[src/rtl/dadda_mul_pipe.sv]
// Purpose: WIDTH x WIDTH unsigned Dadda multiplier, pipelined as PP-matrix / Dadda-reduce / CPA.
// Latency: 3 cycles from input transfer to out_valid; 1 result per cycle when out_ready stays high.
// Backpressure: valid/ready; holds up to 3 results, in_ready drops only when all stages are full and C stalls.
// Optional macro APPROX_LSB_EN: the lowest APPROX_COLS product columns become a carry-free OR of
// their partial products; all higher columns are summed exactly from their own partial products.
module dadda_mul_pipe #(
  parameter int WIDTH       = 8,
  parameter int OUT_WIDTH   = 2*WIDTH,
  parameter int APPROX_COLS = 4
) (
  input  logic                 clk,
  input  logic                 rst_n,
  input  logic                 in_valid,
  output logic                 in_ready,
  input  logic [WIDTH-1:0]     in1,
  input  logic [WIDTH-1:0]     in2,
  output logic                 out_valid,
  input  logic                 out_ready,
  output logic [OUT_WIDTH-1:0] out,
  output logic                 overflow,
  output logic [1:0]           in_flight
);

  // Product columns, per-column slot capacity, and length of the Dadda height table.
  localparam int NC   = 2*WIDTH;
  localparam int HMAX = WIDTH + 2;
  localparam int NSEQ = 8;

`ifdef APPROX_LSB_EN
  localparam int LOW_COLS = APPROX_COLS;
`else
  // Exact build: no column is approximated, whatever APPROX_COLS says.
  localparam int LOW_COLS = 0 * APPROX_COLS;
`endif

  typedef logic [WIDTH-1:0][WIDTH-1:0] ppmat_t;
  typedef logic [NC-1:0][HMAX-1:0]     colmat_t;

  // Reduces the partial-product matrix to two rows {row1,row0} with HA/FA cells.
  // Each pass targets the next lower Dadda height (2,3,4,6,9,13,...); a column is
  // compressed only as far as that target, using an HA when one bit too many remains.
  // Column heights depend only on WIDTH, so the loops describe a fixed network.
  function automatic logic [2*NC-1:0] dadda_reduce(input ppmat_t pp);
    colmat_t       cur;
    colmat_t       nxt;
    int            hc [NC];
    int            hn [NC];
    int            dseq [NSEQ];
    logic [NC-1:0] row0;
    logic [NC-1:0] row1;
    logic [NC-1:0] low_or;
    int            maxh;
    int            d;
    int            idx;
    int            rem;
    int            tot;
    logic          a;
    logic          b;
    logic          ci;
    cur    = '0;
    nxt    = '0;
    row0   = '0;
    row1   = '0;
    low_or = '0;
    for (int c = 0; c < NC; c++) begin
      hc[c] = 0;
      hn[c] = 0;
    end
    // Scatter pp[i][j] into column i+j; approximated columns collapse to an OR.
    for (int i = 0; i < WIDTH; i++) begin
      for (int j = 0; j < WIDTH; j++) begin
        if (i + j < LOW_COLS) begin
          low_or[i+j] = low_or[i+j] | pp[i][j];
        end else begin
          cur[i+j][hc[i+j]] = pp[i][j];
          hc[i+j] = hc[i+j] + 1;
        end
      end
    end
    dseq[0] = 2;
    for (int k = 1; k < NSEQ; k++) begin
      dseq[k] = (dseq[k-1] * 3) / 2;
    end
    for (int s = NSEQ - 1; s >= 0; s--) begin
      d    = dseq[s];
      maxh = 0;
      for (int c = 0; c < NC; c++) begin
        if (hc[c] > maxh) maxh = hc[c];
      end
      if (maxh > d) begin
        nxt = '0;
        for (int c = 0; c < NC; c++) hn[c] = 0;
        for (int c = 0; c < NC; c++) begin
          idx = 0;
          for (int it = 0; it < HMAX; it++) begin
            rem = hc[c] - idx;
            // Carries already landed in nxt[c] count towards this column's height.
            tot = rem + hn[c];
            if (tot > d && rem >= 2) begin
              a = cur[c][idx];
              b = cur[c][idx+1];
              if (tot == d + 1 || rem == 2) begin
                nxt[c][hn[c]] = a ^ b;
                hn[c] = hn[c] + 1;
                if (c + 1 < NC) begin
                  nxt[c+1][hn[c+1]] = a & b;
                  hn[c+1] = hn[c+1] + 1;
                end
                idx = idx + 2;
              end else begin
                ci = cur[c][idx+2];
                nxt[c][hn[c]] = a ^ b ^ ci;
                hn[c] = hn[c] + 1;
                if (c + 1 < NC) begin
                  nxt[c+1][hn[c+1]] = (a & b) | (a & ci) | (b & ci);
                  hn[c+1] = hn[c+1] + 1;
                end
                idx = idx + 3;
              end
            end
          end
          // Bits not consumed by a cell pass straight through.
          for (int k = 0; k < HMAX; k++) begin
            if (k >= idx && k < hc[c]) begin
              nxt[c][hn[c]] = cur[c][k];
              hn[c] = hn[c] + 1;
            end
          end
        end
        cur = nxt;
        for (int c = 0; c < NC; c++) hc[c] = hn[c];
      end
    end
    // Approximated columns hold no reduced bits, so the OR drops into row0 without overlap.
    for (int c = 0; c < NC; c++) begin
      row0[c] = cur[c][0] | low_or[c];
      row1[c] = cur[c][1];
    end
    return {row1, row0};
  endfunction

  logic          v_a, v_b, v_c;
  logic          adv_a, adv_b, adv_c;
  logic          in_fire, out_fire;
  ppmat_t        pp_a;
  logic [NC-1:0] row0_b, row1_b;
  logic [2*NC-1:0] reduced;
  logic [NC-1:0] sum_c;
  logic          ovf_next;

  // A stage moves when it is empty or its successor moves; C moves when empty or drained.
  assign adv_c     = !v_c || out_ready;
  assign adv_b     = !v_b || adv_c;
  assign adv_a     = !v_a || adv_b;
  assign in_ready  = adv_a;
  assign out_valid = v_c;
  assign in_fire   = in_valid && in_ready;
  assign out_fire  = v_c && out_ready;

  assign reduced = dadda_reduce(pp_a);
  assign sum_c   = row0_b + row1_b;

  if (OUT_WIDTH < NC) begin : g_ovf
    assign ovf_next = |sum_c[NC-1:OUT_WIDTH];
  end else begin : g_no_ovf
    assign ovf_next = 1'b0;
  end

  // Stage valid bits; reset drops every in-flight transaction.
  always_ff @(posedge clk) begin
    if (!rst_n) begin
      v_a <= 1'b0;
      v_b <= 1'b0;
      v_c <= 1'b0;
    end else begin
      if (adv_a) v_a <= in_valid;
      if (adv_b) v_b <= v_a;
      if (adv_c) v_c <= v_b;
    end
  end

  // Stage A: capture the partial-product matrix pp[i][j] = in1[j] & in2[i].
  always_ff @(posedge clk) begin
    if (in_fire) begin
      for (int i = 0; i < WIDTH; i++) begin
        pp_a[i] <= in1 & {WIDTH{in2[i]}};
      end
    end
  end

  // Stage B: capture the two reduced rows.
  always_ff @(posedge clk) begin
    if (adv_b && v_a) begin
      {row1_b, row0_b} <= reduced;
    end
  end

  // Stage C: final add, truncate, flag lost high bits; held while the consumer stalls.
  always_ff @(posedge clk) begin
    if (!rst_n) begin
      out      <= '0;
      overflow <= 1'b0;
    end else if (adv_c && v_b) begin
      out      <= sum_c[OUT_WIDTH-1:0];
      overflow <= ovf_next;
    end
  end

  // Occupancy: +1 on accept, -1 on drain, unchanged when both happen together.
  always_ff @(posedge clk) begin
    if (!rst_n) begin
      in_flight <= 2'd0;
    end else begin
      case ({in_fire, out_fire})
        2'b10:   in_flight <= in_flight + 2'd1;
        2'b01:   in_flight <= in_flight - 2'd1;
        default: in_flight <= in_flight;
      endcase
    end
  end

endmodule
[config.mk]
export PLATFORM = sky130hd
export DESIGN_NAME = dadda_mul_pipe
export DESIGN_NICKNAME = d
export VERILOG_FILES = /design/src/rtl/dadda_mul_pipe.sv
export SDC_FILE = /design/constraint.sdc
export NUM_CORES = 1
export LEC_CHECK = 0
export ABC_AREA = 1
export ABC_CLOCK_PERIOD_IN_PS = 5300
export CAP_MARGIN = 30
export CORE_ASPECT_RATIO = 2
export CORE_MARGIN = 3
export CORE_UTILIZATION = 35
export CTS_CLUSTER_SIZE = 40
export DETAILED_ROUTE_END_ITERATION = 12
export HOLD_SLACK_MARGIN = 0.03
export PLACE_DENSITY = 0.61
export SYNTH_ARGS = -nofsm -noshare
export SYNTH_HDL_FRONTEND = slang
export SYNTH_SLANG_ARGS = --single-unit
[constraint.sdc]
create_clock -name clk -period 5.3 [get_ports clk]
set_clock_uncertainty 0.2 [all_clocks]
set_input_delay 1.06 -clock clk [delete_from_list [all_inputs] [get_ports clk]]
set_output_delay 1.06 -clock clk [all_outputs]
set_load 0.01 [all_outputs]
Word-level counts from Yosys, hierarchy flattened:

Index checks and enable logic that the tools add are counted.

* reduce and logical (&&, ||, !) cells: 11
* bitwise operators: 267
* order comparisons: 0
* multiply operators: 0
* equal/unequal tests: 2
* div/mod/pow operators: 0
* add/subtract/negate cells: 3
* mux-type cells: 1
* shift operators: 0

Operator list (count)
* bitwise AND 1 bit: 112
* bitwise XOR 1 bit: 77
* OR 1 bit: 70
* bitwise AND 8 bit: 8
* adder 15 x 15 -> 16 bit: 1
* logical AND 1 bit: 4
* one-hot mux 2 bit (2 select lines): 1
* logical NOT 1 bit: 3
* logical OR 1 bit: 3
* adder 2 x 1 -> 2 bit, second input constant: 1
* equality test 2 x 1 -> 1 bit, second input constant: 1
* equality test 2 bit, second input constant: 1
* nonzero test 2 bit: 1
* subtractor 2 x 1 -> 2 bit, second input constant: 1

* register bits: 114
* memories kept: 0
* memory bits (read-only): 0
* latch bits: 0
* logic and storage cells: 299
* memory bits (writable): 0
* input bits: 20
* output and inout bits: 21

Logic depth before layout (Yosys ltp):

* word-level depth: 12
* gate-level depth with buffers: 11
* mapped depth without buffers: 11

Worst setup path after synthesis:

No wires, ideal clock.

* path type: input -> register
* from: in out_ready
* to: reg pp_a[0] (netlist bit) (enable)
* buffers on the path: 0
* arrival: 2.723 ns
* stages: 6
* slack: 1.959 ns
* cell sequence: inv_1 -> nand2_1 -> nor2_1 -> nand2_1 -> nand2_1 -> inv_1

* cells in the longest elaborated chain, start to end: 4

Ends and longest elaborated chain
* from (decl): line 18 `input logic out_ready,`
* logical OR 1 bit: line 152 `assign adv_c = !v_c || out_ready;`
* logical OR 1 bit: line 153 `assign adv_b = !v_b || adv_c;`
* logical OR 1 bit: line 154 `assign adv_a = !v_a || adv_b;`
* named net in_ready: line 14 `output logic in_ready,`
* logical AND 1 bit: line 157 `assign in_fire = in_valid && in_ready;`
* named net in_fire: line 144 `logic in_fire, out_fire;`
* to (signal, indexed assignment): line 186 `pp_a[i] <= in1 & {WIDTH{in2[i]}};`
* to (decl): line 145 `ppmat_t pp_a;`

The timed path passes the listed nets, and every way through them passes these cells.
A chain may end at the register's enable or synchronous reset.

Final worst setup path:

* from: in out_ready
* to: out in_ready

* cells in the longest elaborated chain, start to end: 3

Ends and longest elaborated chain (line)
* logical OR 1 bit: 152
* logical OR 1 bit: 153
* logical OR 1 bit: 154
* to (decl): 14

Every way passes these cells.

==> run metrics <==
clk slew on worst S/H paths=0.05 ns; root buf cell=clkbuf_16; die width=98.8 um; First DRT Iteration DRCs=90; critical path endpoint category=output pin; All-Layer GR Usage=12.6%; nets@finish=729; min cycle time layout=3.66 ns; grt ovf=0; Non-Filler Instances=871; Clk Latency, worst-skew pair=0.40 ns; Critical Path RT=4.04 ns; Setup WS pre-CTS=1.64 ns; max frequency=273 MHz; worst path bufs/invs=3; multiplexer share of the synthesized area=0%; synth warn=0; CTS Hold Bufs=0; setup bufs post-CTS=0; via count=3785; Placer Congestion=1.01; CTS tree=yes; hold wc startpoint=pp_a[1]; leading cell type in the layout, fill and taps excluded=inv_1; Synth top area share=46.4%; LEAKAGE=0.00364 uW; commonest non-fill, non-tap cells in the layout=inv_1 (176), nand2_1 (132), edfxtp_1 (93); pin count of the biggest net entering global routing=36; worst vdd ir=0.000186 V; area leader, netlist=edfxtp_1; sequential element share of the synthesized area=53.3%; Final ANT Viol Nets=0; worst path cell trace=clkdlybuf4s50_1 > inv_1 > nand2_1 > nor2_1 > nand2_1 > clkdlybuf4s50_1; Synth Net Count=688; Worst-Margin Slew=0.620 ns; vias in the first global route=4100; Synth Area per Inst=9.88 um^2; DP Cell Count=839; EDFF count, synth=93; Max Slew Vio Count=0; Finished Core Util=43.2%; Row Count=67; Area Overhead vs Synth=20.8%; worst setup margin=1.64 ns; post-synthesis cell type count=29; initial antenna violation count=0; post-synthesis instance area=0.00602 mm^2; first-pass GRT wire length=18400 um; synth top area cells=edfxtp_1 (46%), fa_1 (12%), inv_1 (11%); cell family with most CP delay=buffers and inverters; synthesized flop and latch total=114; max cap viols=0; IO buf count=39; startpoint types=input pin; Initial Util=35.8%; Post-synth ARST share=0%; slowest cell on the critical path=clkdlybuf4s50_1; cell count after synthesis=610; H-Tree Depth=4; status=completed; Final Cycle Share=69.1%; worst-path fanout max=3; layout cell share with drive strength beyond 1=6.78%; Critical Path Max Stage Delay=0.55 ns; Post-Synth XOR/XNOR Area=0.872%; DP HPWL=8690 um; adder-cell share of the synthesized area=16.5%; complex-gate fraction of the synthesized area=2.55%; worst-case clock buffer depth=2; # clock sinks=114; Post-Route WL=11100 um; CP Launch Point=out_ready; worst hold path class=flip-flop to flip-flop; # diodes=0; pwr/cell area=384 mW/mm^2; Fin Setup TNS=0 ns; total core area=0.0168 mm^2; unrepaired setup endpoints after global routing=no; Final Hold Fails=0; Resize count post-CTS=0; vias per cell=4.35; Initial DRT Pass Iterations=4; RR Startpoint=pp_a[7]; largest family of logic cells by synthesized area=adder cells; post-DR wirelength/cell=12.7 um; Crit Path Class=input pin to output pin; Num CTS Buffers=17; die height=192 um; DRC Markers=0; # IOs=41; Top FF cell, synth=edfxtp_1; Rel. slew slack=58.6%; Critical Path AT=2.40 ns; Die ar.=0.0189 mm^2; Synth Area in Simple Gates=14.1%; count of final setup violators=0
## cells in the mapped netlist, types with 3 or more instances
cell type and number:
nand3_2 3, clkbuf_1 16, nand2_2 4, nand2_1 132, a21oi_1 15, xor2_1 5, nor2_1 36, edfxtp_1 93
nand3_1 17, nor2_2 3, nand4_1 3, inv_1 177, dfxtp_1 21, fa_1 36, o21ai_0 9, ha_1 22
## worst paths after layout
| check | to | slack (ns) | cells past startpoint |
|---|---|---|---|
| setup / recovery | in_ready | 1.64 | 6 |
| hold reg to reg | row0_b[1] | 0.23 | 0 |
| setup reg to reg | row1_b[7] | 2.40 | 6 |
| hold / removal | row0_b[1] | 0.23 | 0 |
## flip-flops by register name, summed over array words and instances, names as in the netlist
| signal | cells |
|---|---|
| row1_b | 14 |
| v_b | 1 |
| in_flight | 2 |
| out_valid | 1 |
| pp_a | 64 |
| out | 16 |
| row0_b | 15 |
| v_a | 1 |
## layout make-up
class / instances / area [um^2]
Clock buffer: 18 / 429
Clock inverter: 14 / 216
Fill cell: 1548 / 9570
Inverter: 179 / 672
Multi-Input combinational cell: 297 / 2050
Sequential cell: 114 / 3210
Tap cell: 207 / 259
Timing Repair Buffer: 42 / 433
## metrics by stage
| step | hold slack (ns) | instance area (um^2) | power, uW |
|---|---|---|---|
| after floorplan | 0.200 | 6020 | 1430 |
| after global placement | 0.208 | 6600 | 1550 |
| after detailed placement | 0.222 | 6630 | 1570 |
| after CTS | 0.236 | 7280 | 2820 |
| after global routing | 0.236 | 7280 | 2930 |
| final | 0.233 | 7280 | 2800 |
## per-layer routing
metal / routed length, um / GRT usage (%) / vias to the layer above
met2: 6950 / 26.2 / 61
met1: 3540 / 10.0 / 1798
li1: - / - / 1903
met4: 329 / 6.89 / 0
met5: 0 / 0 / -
met3: 283 / 3.18 / 23
## cells by family (layout without fill, tap and decap cells)
logic type,Yosys count,in the layout
flops,114,114
xor+xnor,6,6
compound gates,29,29
fa+ha+maj,58,58
other cells,1,1
simple gates,203,203
buf+inv,199,253
## worst register-to-register path: cells and delay by family (launching register included)
| family | cells | cell delay, ns |
|---|---|---|
| fa+ha+maj | 4 | 1.94 |
| flops | 1 | 0.40 |
| buf+inv | 2 | 0.10 |
## where the power goes
part	switching, uW	leakage [uW]	internal, uW
clock network	380	0.000311	870
logic	284	0.00222	181
registers	23.9	0.00111	1060
total	688	0.00364	2110
No activity file was read; power rests on OpenSTA's default activity.
